--- config.mk ---
export PLATFORM = sky130hd
export DESIGN_NAME = apex_sdo_rx_flat
export DESIGN_NICKNAME = d
export VERILOG_FILES = /design/src/rtl/apex_sdo_rx_if.sv /design/src/rtl/apex_sdo_rx.sv /design/src/flat_wrapper.sv
export SDC_FILE = /design/constraint.sdc
export NUM_CORES = 1
export LEC_CHECK = 0
export CAP_MARGIN = 0
export CORE_ASPECT_RATIO = 2
export CORE_MARGIN = 2
export CORE_UTILIZATION = 30
export CTS_CLUSTER_SIZE = 30
export DETAILED_ROUTE_END_ITERATION = 10
export GPL_TIMING_DRIVEN = 0
export HOLD_SLACK_MARGIN = 0.12
export PLACE_DENSITY = 0.54
export SETUP_SLACK_MARGIN = 0.5
export SYNTH_ARGS = -nofsm -noshare
export SYNTH_HDL_FRONTEND = slang
export SYNTH_SLANG_ARGS = --single-unit
export TNS_END_PERCENT = 1
--- constraint.sdc ---
create_clock -name pclk -period 3.2 [get_ports pclk]
set_input_delay 0.48 -clock pclk [delete_from_list [all_inputs] [get_ports pclk]]
set_output_delay 0.48 -clock pclk [all_outputs]
set_load 0.02 [all_outputs]
--- src/rtl/apex_sdo_rx_if.sv ---
// apex_sdo_rx_if: received-word output stream of the APEX7 psdo receiver.
// The receiver drives the word and its tags (master); the consumer returns
// prready (slave). WORD_W must match the receiver instance.
interface apex_sdo_rx_if #(
    parameter int WORD_W = 8
);
    logic              prvalid;
    logic              prready;
    logic [WORD_W-1:0] prdata;
    logic [2:0]        prch;
    logic              pcomperr;

    modport master (
        output prvalid,
        output prdata,
        output prch,
        output pcomperr,
        input  prready
    );

    modport slave (
        input  prvalid,
        input  prdata,
        input  prch,
        input  pcomperr,
        output prready
    );
endinterface

--- src/rtl/apex_sdo_rx.sv ---
// apex_sdo_rx: serial-data receiver for the APEX7 psdo stream.
// Frames are WORD_W data bits (LSB first) plus one even-parity bit, closed
// by pend. Completed words go to a valid/ready output register tagged with
// the channel id latched at the first data bit; pcat holds one credit bit
// per channel, cleared while that channel's word is undelivered.
// Optional build macro APEX_SDO_RX_TIMEOUT_EN: aborts a frame after 16
// consecutive strobe-free cycles in SHIFT, PAR or END, pulsing pfrmerr.
module apex_sdo_rx #(
    parameter int WORD_W = 8
) (
    input  logic       pclk,
    input  logic       prst,
    input  logic       psdo,
    input  logic       pfbi,
    input  logic       pend,
    input  logic [2:0] pibt,
    input  logic       piclr,
    apex_sdo_rx_if.master rx,
    output logic       pfrmerr,
    output logic       povrun,
    output logic [5:0] pcat
);

    localparam logic [1:0] ST_IDLE  = 2'd0;
    localparam logic [1:0] ST_SHIFT = 2'd1;
    localparam logic [1:0] ST_PAR   = 2'd2;
    localparam logic [1:0] ST_END   = 2'd3;

    localparam logic [4:0] WORD_CNT = 5'(WORD_W);
    localparam int         NUM_CH   = 6;

    // Frame assembly state
    logic [1:0]        state_q, state_d;
    logic [4:0]        cnt_q, cnt_d;
    logic [WORD_W-1:0] shreg_q, shreg_d;
    logic              par_q, par_d;      // running XOR of data bits
    logic              perr_q, perr_d;    // parity result of the closed frame
    logic [2:0]        ch_q, ch_d;

    // Output register, flags and credits
    logic              prvalid_q, prvalid_d;
    logic [WORD_W-1:0] prdata_q, prdata_d;
    logic [2:0]        prch_q, prch_d;
    logic              pcomperr_q, pcomperr_d;
    logic              pfrmerr_q, pfrmerr_d;
    logic              povrun_q, povrun_d;
    logic [5:0]        pcat_q, pcat_d;

    // Per-cycle events
    logic frm_err;       // framing violation detected by the FSM
    logic commit;        // pend closes a complete frame in END
    logic ch_ok;         // latched channel is one that owns a credit bit
    logic transfer;      // consumer takes the current output word
    logic load;          // committed word goes into the output register
    logic overrun;       // committed word dropped: output still occupied
    logic timeout_abort; // frame abandoned after a strobe-free stretch

`ifdef APEX_SDO_RX_TIMEOUT_EN
    logic [3:0] idle_q, idle_d;

    // Count strobe-free cycles while a frame is open
    always_comb begin
        if (state_q == ST_IDLE || pfbi || pend) begin
            idle_d = '0;
        end else begin
            idle_d = idle_q + 4'd1;
        end
        timeout_abort = (state_q != ST_IDLE) && !pfbi && !pend && (idle_q == 4'hF);
    end

    // Idle counter register
    always_ff @(posedge pclk or posedge prst) begin
        if (prst) begin
            idle_q <= '0;
        end else begin
            idle_q <= idle_d;
        end
    end
`else
    assign timeout_abort = 1'b0;
`endif

    // Frame FSM: shift data, record parity, detect framing errors and commits
    always_comb begin
        // NOTE: every always_comb output gets a default first, so no path
        // leaves a signal unassigned and no latch is inferred.
        state_d = state_q;
        cnt_d   = cnt_q;
        shreg_d = shreg_q;
        par_d   = par_q;
        perr_d  = perr_q;
        ch_d    = ch_q;
        frm_err = 1'b0;
        commit  = 1'b0;

        case (state_q)
            ST_IDLE: begin
                if (pfbi && pend) begin
                    // Collision at frame start: flag it, sample nothing
                    frm_err = 1'b1;
                end else if (pfbi) begin
                    shreg_d    = '0;
                    shreg_d[0] = psdo;
                    par_d      = psdo;
                    ch_d       = pibt;
                    cnt_d      = 5'd1;
                    state_d    = (WORD_W == 1) ? ST_PAR : ST_SHIFT;
                end
            end
            ST_SHIFT: begin
                if (pend) begin
                    frm_err = 1'b1;
                    state_d = ST_IDLE;
                end else if (pfbi) begin
                    for (int i = 0; i < WORD_W; i++) begin
                        if (cnt_q == 5'(i)) begin
                            shreg_d[i] = psdo;
                        end
                    end
                    par_d = par_q ^ psdo;
                    cnt_d = cnt_q + 5'd1;
                    if (cnt_q + 5'd1 == WORD_CNT) begin
                        state_d = ST_PAR;
                    end
                end
            end
            ST_PAR: begin
                if (pend) begin
                    frm_err = 1'b1;
                    state_d = ST_IDLE;
                end else if (pfbi) begin
                    // Even parity: an odd total of ones is an error
                    perr_d  = par_q ^ psdo;
                    state_d = ST_END;
                end
            end
            default: begin // ST_END
                if (pfbi) begin
                    frm_err = 1'b1;
                    state_d = ST_IDLE;
                end else if (pend) begin
                    commit  = 1'b1;
                    state_d = ST_IDLE;
                end
            end
        endcase

        if (timeout_abort) begin
            frm_err = 1'b1;
            state_d = ST_IDLE;
        end

        // Idle always carries a zero bit count
        if (state_d == ST_IDLE) begin
            cnt_d = '0;
        end
    end

    // Commit decision and output-register handshake
    always_comb begin
        transfer = prvalid_q && rx.prready;
        ch_ok    = (ch_q < 3'(NUM_CH));
        load     = commit && ch_ok && (!prvalid_q || rx.prready);
        overrun  = commit && ch_ok && prvalid_q && !rx.prready;

        prvalid_d  = load ? 1'b1 : (prvalid_q && !transfer);
        prdata_d   = load ? shreg_q : prdata_q;
        prch_d     = load ? ch_q : prch_q;
        pcomperr_d = load ? perr_q : pcomperr_q;

        // A commit to an invalid channel is reported as a framing error
        pfrmerr_d = frm_err || (commit && !ch_ok);

        if (overrun) begin
            povrun_d = 1'b1;
        end else if (piclr) begin
            povrun_d = 1'b0;
        end else begin
            povrun_d = povrun_q;
        end

        // Credit returns on transfer; a same-edge load of that channel wins
        pcat_d = pcat_q;
        for (int c = 0; c < NUM_CH; c++) begin
            if (transfer && prch_q == 3'(c)) begin
                pcat_d[c] = 1'b1;
            end
            if (load && ch_q == 3'(c)) begin
                pcat_d[c] = 1'b0;
            end
        end
    end

    // Frame assembly registers
    always_ff @(posedge pclk or posedge prst) begin
        // NOTE: the shift register is reset too, so prdata can never expose
        // a stale or X word even though it only loads on a commit.
        if (prst) begin
            state_q <= ST_IDLE;
            cnt_q   <= '0;
            shreg_q <= '0;
            par_q   <= 1'b0;
            perr_q  <= 1'b0;
            ch_q    <= '0;
        end else begin
            // NOTE: sequential state uses non-blocking assignments only, so
            // every register samples the pre-edge value of its sources.
            state_q <= state_d;
            cnt_q   <= cnt_d;
            shreg_q <= shreg_d;
            par_q   <= par_d;
            perr_q  <= perr_d;
            ch_q    <= ch_d;
        end
    end

    // Output register, status flags and credit registers
    always_ff @(posedge pclk or posedge prst) begin
        if (prst) begin
            prvalid_q  <= 1'b0;
            prdata_q   <= '0;
            prch_q     <= '0;
            pcomperr_q <= 1'b0;
            pfrmerr_q  <= 1'b0;
            povrun_q   <= 1'b0;
            pcat_q     <= 6'b111111;
        end else begin
            prvalid_q  <= prvalid_d;
            prdata_q   <= prdata_d;
            prch_q     <= prch_d;
            pcomperr_q <= pcomperr_d;
            pfrmerr_q  <= pfrmerr_d;
            povrun_q   <= povrun_d;
            pcat_q     <= pcat_d;
        end
    end

    assign rx.prvalid  = prvalid_q;
    assign rx.prdata   = prdata_q;
    assign rx.prch     = prch_q;
    assign rx.pcomperr = pcomperr_q;
    assign pfrmerr     = pfrmerr_q;
    assign povrun      = povrun_q;
    assign pcat        = pcat_q;

endmodule
--- src/flat_wrapper.sv ---
// flat-port wrapper written by rule: the top's interface ports become plain ports
module apex_sdo_rx_flat 
#(
    parameter int WORD_W = 8
)
  (pclk, prst, psdo, pfbi, pend, pibt, piclr, pfrmerr, povrun, pcat, rx_prvalid, rx_prdata, rx_prch, rx_pcomperr, rx_prready);
  apex_sdo_rx_if #(.WORD_W(WORD_W)) rx_i ();
  input  logic pclk;
  input  logic prst;
  input  logic psdo;
  input  logic pfbi;
  input  logic pend;
  input  logic [2:0] pibt;
  input  logic piclr;
  output logic pfrmerr;
  output logic povrun;
  output logic [5:0] pcat;
  output wire logic [$bits(rx_i.prvalid)-1:0] rx_prvalid;
  output wire logic [$bits(rx_i.prdata)-1:0] rx_prdata;
  output wire logic [$bits(rx_i.prch)-1:0] rx_prch;
  output wire logic [$bits(rx_i.pcomperr)-1:0] rx_pcomperr;
  input wire logic [$bits(rx_i.prready)-1:0] rx_prready;
  assign rx_prvalid = rx_i.prvalid;
  assign rx_prdata = rx_i.prdata;
  assign rx_prch = rx_i.prch;
  assign rx_pcomperr = rx_i.pcomperr;
  assign rx_i.prready = rx_prready;
  apex_sdo_rx #(.WORD_W(WORD_W)) u_core (.pclk(pclk), .prst(prst), .psdo(psdo), .pfbi(pfbi), .pend(pend), .pibt(pibt), .piclr(piclr), .rx(rx_i), .pfrmerr(pfrmerr), .povrun(povrun), .pcat(pcat));
endmodule
[Word level (Yosys, flattened, before mapping)]
Index checks and enable logic that the tools add are counted.
Storage, ports and cells
  latch bits: 0
  word-level logic and storage cells: 175
  memory bits (read-only): 0
  memories kept: 0
  bits in writable memories: 0
  output and inout bits: 21
  bits of input ports: 10
  bits in registers: 41
Cells by class
  divide/modulo/power cells: 0
  bitwise operators: 3
  add/subtract/negate cells: 1
  equal/unequal tests: 36
  reductions and logical operators: 54
  $mul: 0
  muxes and demuxes: 55
  shift-type cells: 0
  $lt $le $gt $ge: 1
Operators with widths (number)
  6-bit AND reduction: 8
  1-bit 2-to-1 mux: 32
  8-bit 2-to-1 mux: 4
  5-bit 2-to-1 mux: 5
  5-bit by 3-bit == test with 1-bit output, second input constant: 4
  1-bit logical AND: 20
  2-bit 2-to-1 mux: 9
  2-bit by 1-bit != test with 1-bit output, second input constant: 8
  8-bit case mux with 2 select lines: 1
  2-bit nonzero test: 8
  3-bit by 2-bit == test with 1-bit output, second input constant: 4
  3-bit == test, second input constant: 4
  5-bit by 2-bit == test with 1-bit output, second input constant: 2
  5-bit case mux with 2 select lines: 1
  5-bit AND reduction: 2
  3-bit by 2-bit != test with 1-bit output, second input constant: 3
  2-bit != test, second input constant: 4
  3-bit by 1-bit == test with 1-bit output, second input constant: 2
  3-bit logical NOT: 2
  2-bit case mux with 3 select lines: 1
  3-bit AND reduction: 2
  5-bit by 1-bit adder with 5-bit output, second input constant: 1
  5-bit by 1-bit == test with 1-bit output, second input constant: 1
  5-bit by 4-bit == test with 1-bit output, second input constant: 1
  14 further kinds: 21

[Longest topological paths before layout]
  depth after elaboration: 9
  gate-level depth with buffers: 7
  mapped depth without buffers: 7

[Worst setup path before layout]
Ideal clock, no wire load.
  kind: register to register
  start: register u_core.state_q[1]
  end: register u_core.cnt_q[2]
  setup slack: 1.408 ns
  path buffers: 0
  data arrival time: 1.656 ns
  clock period less this slack: 1.792 ns
  data required time: 3.064 ns
  stages on the path, launching flop included: 8
  library setup time: 0.136 ns
  path through: dfrtp_1 inv_1 ha_1 o21ba_2 a21bo_2 o211ai_1 a221oi_2 nor3_1
On the way
  word-level cells in the longest chain between the ends: 7
  elaborated cells between the ends (all ways): 22
  classes of those cells: eq/ne: 6; mux: 12; reduce/logical: 4
RTL lines
  from (decl): RTL line apex_sdo_rx.sv:33  | logic [1:0] state_q, state_d;
  from (signal assigned): RTL line apex_sdo_rx.sv:208  | state_q <= state_d;
  2-bit 2-to-1 mux: RTL line apex_sdo_rx.sv:122  | if (cnt_q + 5'd1 == WORD_CNT) begin
  2-bit 2-to-1 mux: RTL line apex_sdo_rx.sv:114  | end else if (pfbi) begin
  2-bit 2-to-1 mux: RTL line apex_sdo_rx.sv:111  | if (pend) begin
  2-bit case mux with 3 select lines: RTL line apex_sdo_rx.sv:96  | case (state_q)
  2-bit logical NOT: RTL line apex_sdo_rx.sv:154  | if (state_d == ST_IDLE) begin
  3-bit != test (no line) (tied with other cells)
  5-bit AND reduction (no line)
  to (signal assigned): RTL line apex_sdo_rx.sv:209  | cnt_q <= cnt_d;
  to (decl): RTL line apex_sdo_rx.sv:34  | logic [4:0] cnt_q, cnt_d;
Several ways; a longest one is shown, not always the timed one.
A chain may end at the register's enable or synchronous reset.

[Worst setup path in the final report]
  start: register u_core.state_q[1]
  end: register u_core.cnt_q[3]
The elaborated chain is that of the path after synthesis.

==> run summary <==
status: finished, final reports clean
max-cap violation count: 0
CTS clk-pin slew, worst paths: 0.06 ns
grt ovf: 0
Critical path buffers and inverters: 1
Syn Inst Count: 213
Area Growth Syn to Fin: 25.9%
worst hold slack: 0.469 ns
GPL Wtd Cong: 0.763
worst slew pin tran: 0.849 ns
delay-heaviest family, CP: compound AO/OA/AOI/OAI gates
synthesis-stage register bit count: 41
Synthesized Nets: 232
cell chain of the critical path: inv_1 -> ha_1 -> o21ba_2 -> a21bo_2 -> o211ai_1 -> a221oi_2 -> nor2_1
met2 Use GR: 24.5%
RSZ-0062 raised after global routing: false
top_reg_cell synth: dfrtp_1
Tmin final: 2.13 ns
post-CTS resize count: 0
Reg2Reg Setup Slack: 1.07 ns
Port-buffer cells: 29
vias in the first global route: 1570
Fillers: 692
met1 usage: 12.6%
Die Y: 122 µm
CTS root buf: clkbuf_16
chip width: 62.8 µm
Hold Path Sink: u_core.rx.prdata[6]
Worst EP arrival: 2.27 ns
starting DRC count in detailed routing: 47
vias: 1576
Synth top area share: 42.3%
Nets: 268
M3 GR Usage: 2.49%
top cells by area, synth: dfrtp_1 42%, nand2_1 11%, dfstp_2 7.6%, ha_1 5.4%, mux2i_1 3.9%
DR WL/cell: 12.7 µm
R2R Path Start: u_core.state_q[1]
# hold bufs at CTS: 0
GRT Util Overall: 12.7%
CP max stage delay: 0.51 ns
DIE AREA: 7630 µm²
Final setup viols: 0
P_leak: 0.00117 µW
Reg2Reg Depth: 7
pwr dens: 533 nW/µm²
largest net degree at the start of global routing: 42
Post-synth EDFFs: 0
Worst Setup Start Kind: register
Starting Density: 31.0%
Post-CTS Setup Bufs: 0
Bufs on Longest Clock Path: 2
Yosys cell types: 44
part of the cycle the worst path needs: 66.4%
pins over their slew limit: 0
most used routing layer: met2
Routed WL: 4300 µm
nature of the critical path endpoint: register
critical path peak fanout: 8
Setup Skew: 0.00150 ns
dpl hpwl: 3300 µm
setup tns final: 0 ns
worst hold path type: reg -> reg
Yosys top cell by area: dfrtp_1
ANT cells: 0
Worst R2R End: u_core.cnt_q[3]
sequential-to-total area share from yosys stat: 49.9%
Num CTS Buffers: 5
most instantiated cells after synthesis: 58 x nand2_1, 35 x dfrtp_1, 11 x inv_1, 10 x a21oi_1, 9 x ha_1
share of post-route cells with drive strength above 1: 10.8%
Max rail drop VDD: 0.187 mV
Num Clock Sinks: 41
Cell Area, Synth: 2070 µm²
drt first pass iters: 4
Core ar.: 6670 µm²
CTS H-tree lvls: 2
ys async rst share: 100%
Max Clock Freq: 0.470 GHz
CTS tree: built
drt drc: 0
most frequent cell after synthesis: nand2_1
slew margin rel.: 43.3%
row count: 42
via/cell ratio: 4.66
hold depth: 2
Req. time, crit path: 3.35 ns
Final Hold Fails: 0
YS warnings: 0
Syn Area/Cell: 9.73 µm²
initial antenna violation count: 0
I/O pin count: 31
worst skew pair latency: 0.28 ns
first-pass GRT wire length: 7480 µm
Routed Antenna Nets: 0
Slowest-stage cell, CP: a221oi_2
kind of critical path: reg -> reg
hold_sp: u_core.shreg_q[6]
-- cells by family (layout without fill, tap and decap cells) --
| kind of cell | Yosys count | after routing | synth area share, % |
|---|---|---|---|
| flops | 41 | 41 | 49.9 |
| buf+inv | 18 | 55 | 4.05 |
| fa+ha+maj | 9 | 9 | 5.43 |
| xor+xnor | 4 | 4 | 1.69 |
| compound gates | 38 | 38 | 12.9 |
| simple gates | 91 | 91 | 20.0 |
| mux | 12 | 12 | 6.04 |
-- placed cells by master, fill, tap and decap left out, types with 2 or more instances in the layout --
master,synthesis,layout
nand2_1,58,58
dfrtp_1,35,35
clkdlybuf4s50_1,0,29
inv_1,11,10
a21oi_1,10,10
ha_1,9,9
mux2i_1,8,8
clkbuf_1,4,7
nor2b_1,7,7
nor2_1,7,7
dfstp_2,6,6
clkbuf_16,0,5
mux2_2,4,4
nor3_1,4,4
a31oi_1,4,4
nand3_1,3,3
o21ai_0,3,3
nor3b_1,3,3
nand4_1,2,2
nand2b_1,2,2
buf_6,2,2
and2_1,2,2
a211oi_1,2,2
o22ai_1,2,2
xnor2_1,2,2
xor2_1,2,2
a22oi_1,2,2
-- cell type report --
type                    count  area (µm²)  share of cell area [%]
flip-flops and latches     41        1030                    39.6
multi-input cells         154         955                    36.6
repair buffers             29         290                    11.1
clock buffers               8         136                    5.23
well taps                  88         110                    4.22
plain buffers               7        42.5                    1.63
inverters                  11        41.3                    1.58
-- flip-flops by register name (all words and copies together), names as in the netlist --
name                count
u_core.ch_q             3
u_core.cnt_q            5
u_core.par_q            1
u_core.pcat             6
u_core.perr_q           1
u_core.pfrmerr          1
u_core.povrun           1
u_core.rx.pcomperr      1
u_core.rx.prch          3
u_core.rx.prdata        8
u_core.rx.prvalid       1
u_core.shreg_q          8
u_core.state_q          2
-- how the worst max path moves through the flow --
stage / start / endpoint / cells past startpoint
6_report: u_core.state_q[1] / u_core.cnt_q[3] / 7
5_1_grt: u_core.state_q[1] / u_core.cnt_q[0] / 7
4_1_cts: u_core.state_q[1] / u_core.cnt_q[3] / 7
3_5_place_dp: pfbi / u_core.cnt_q[3] / 6
3_3_place_gp: pfbi / u_core.cnt_q[3] / 6
2_1_floorplan: u_core.state_q[1] / u_core.cnt_q[2] / 7
-- metal layers --
| metal | wire, µm | vias up |
|---|---|---|
| li1 | - | 793 |
| met1 | 1670 | 756 |
| met2 | 2460 | 21 |
| met3 | 77 | 6 |
| met4 | 93 | 0 |
| met5 | 0 | - |
-- worst min-delay path: stages (launching register included) --
cell and delay [ns]:
dfrtp_1 0.34, nand2_1 0.05, nand2_1 0.05
-- stage by stage --
step	std cells	utilization (%)	setup WS [ns]	total power, µW	area [µm²]
after floorplan	213	-	1.41	832	2070
after global placement	330	37.0	0.730	923	2470
after detailed placement	330	37.0	0.781	925	2470
after CTS	338	39.1	1.03	1410	2610
after global routing	338	39.1	0.887	1480	2610
final	338	39.1	1.07	1390	2610
-- where the power goes --
part,internal (µW),switching (µW)
registers,571,59.6
clock network,290,189
logic,122,159
(Power assumes the default switching activity.)
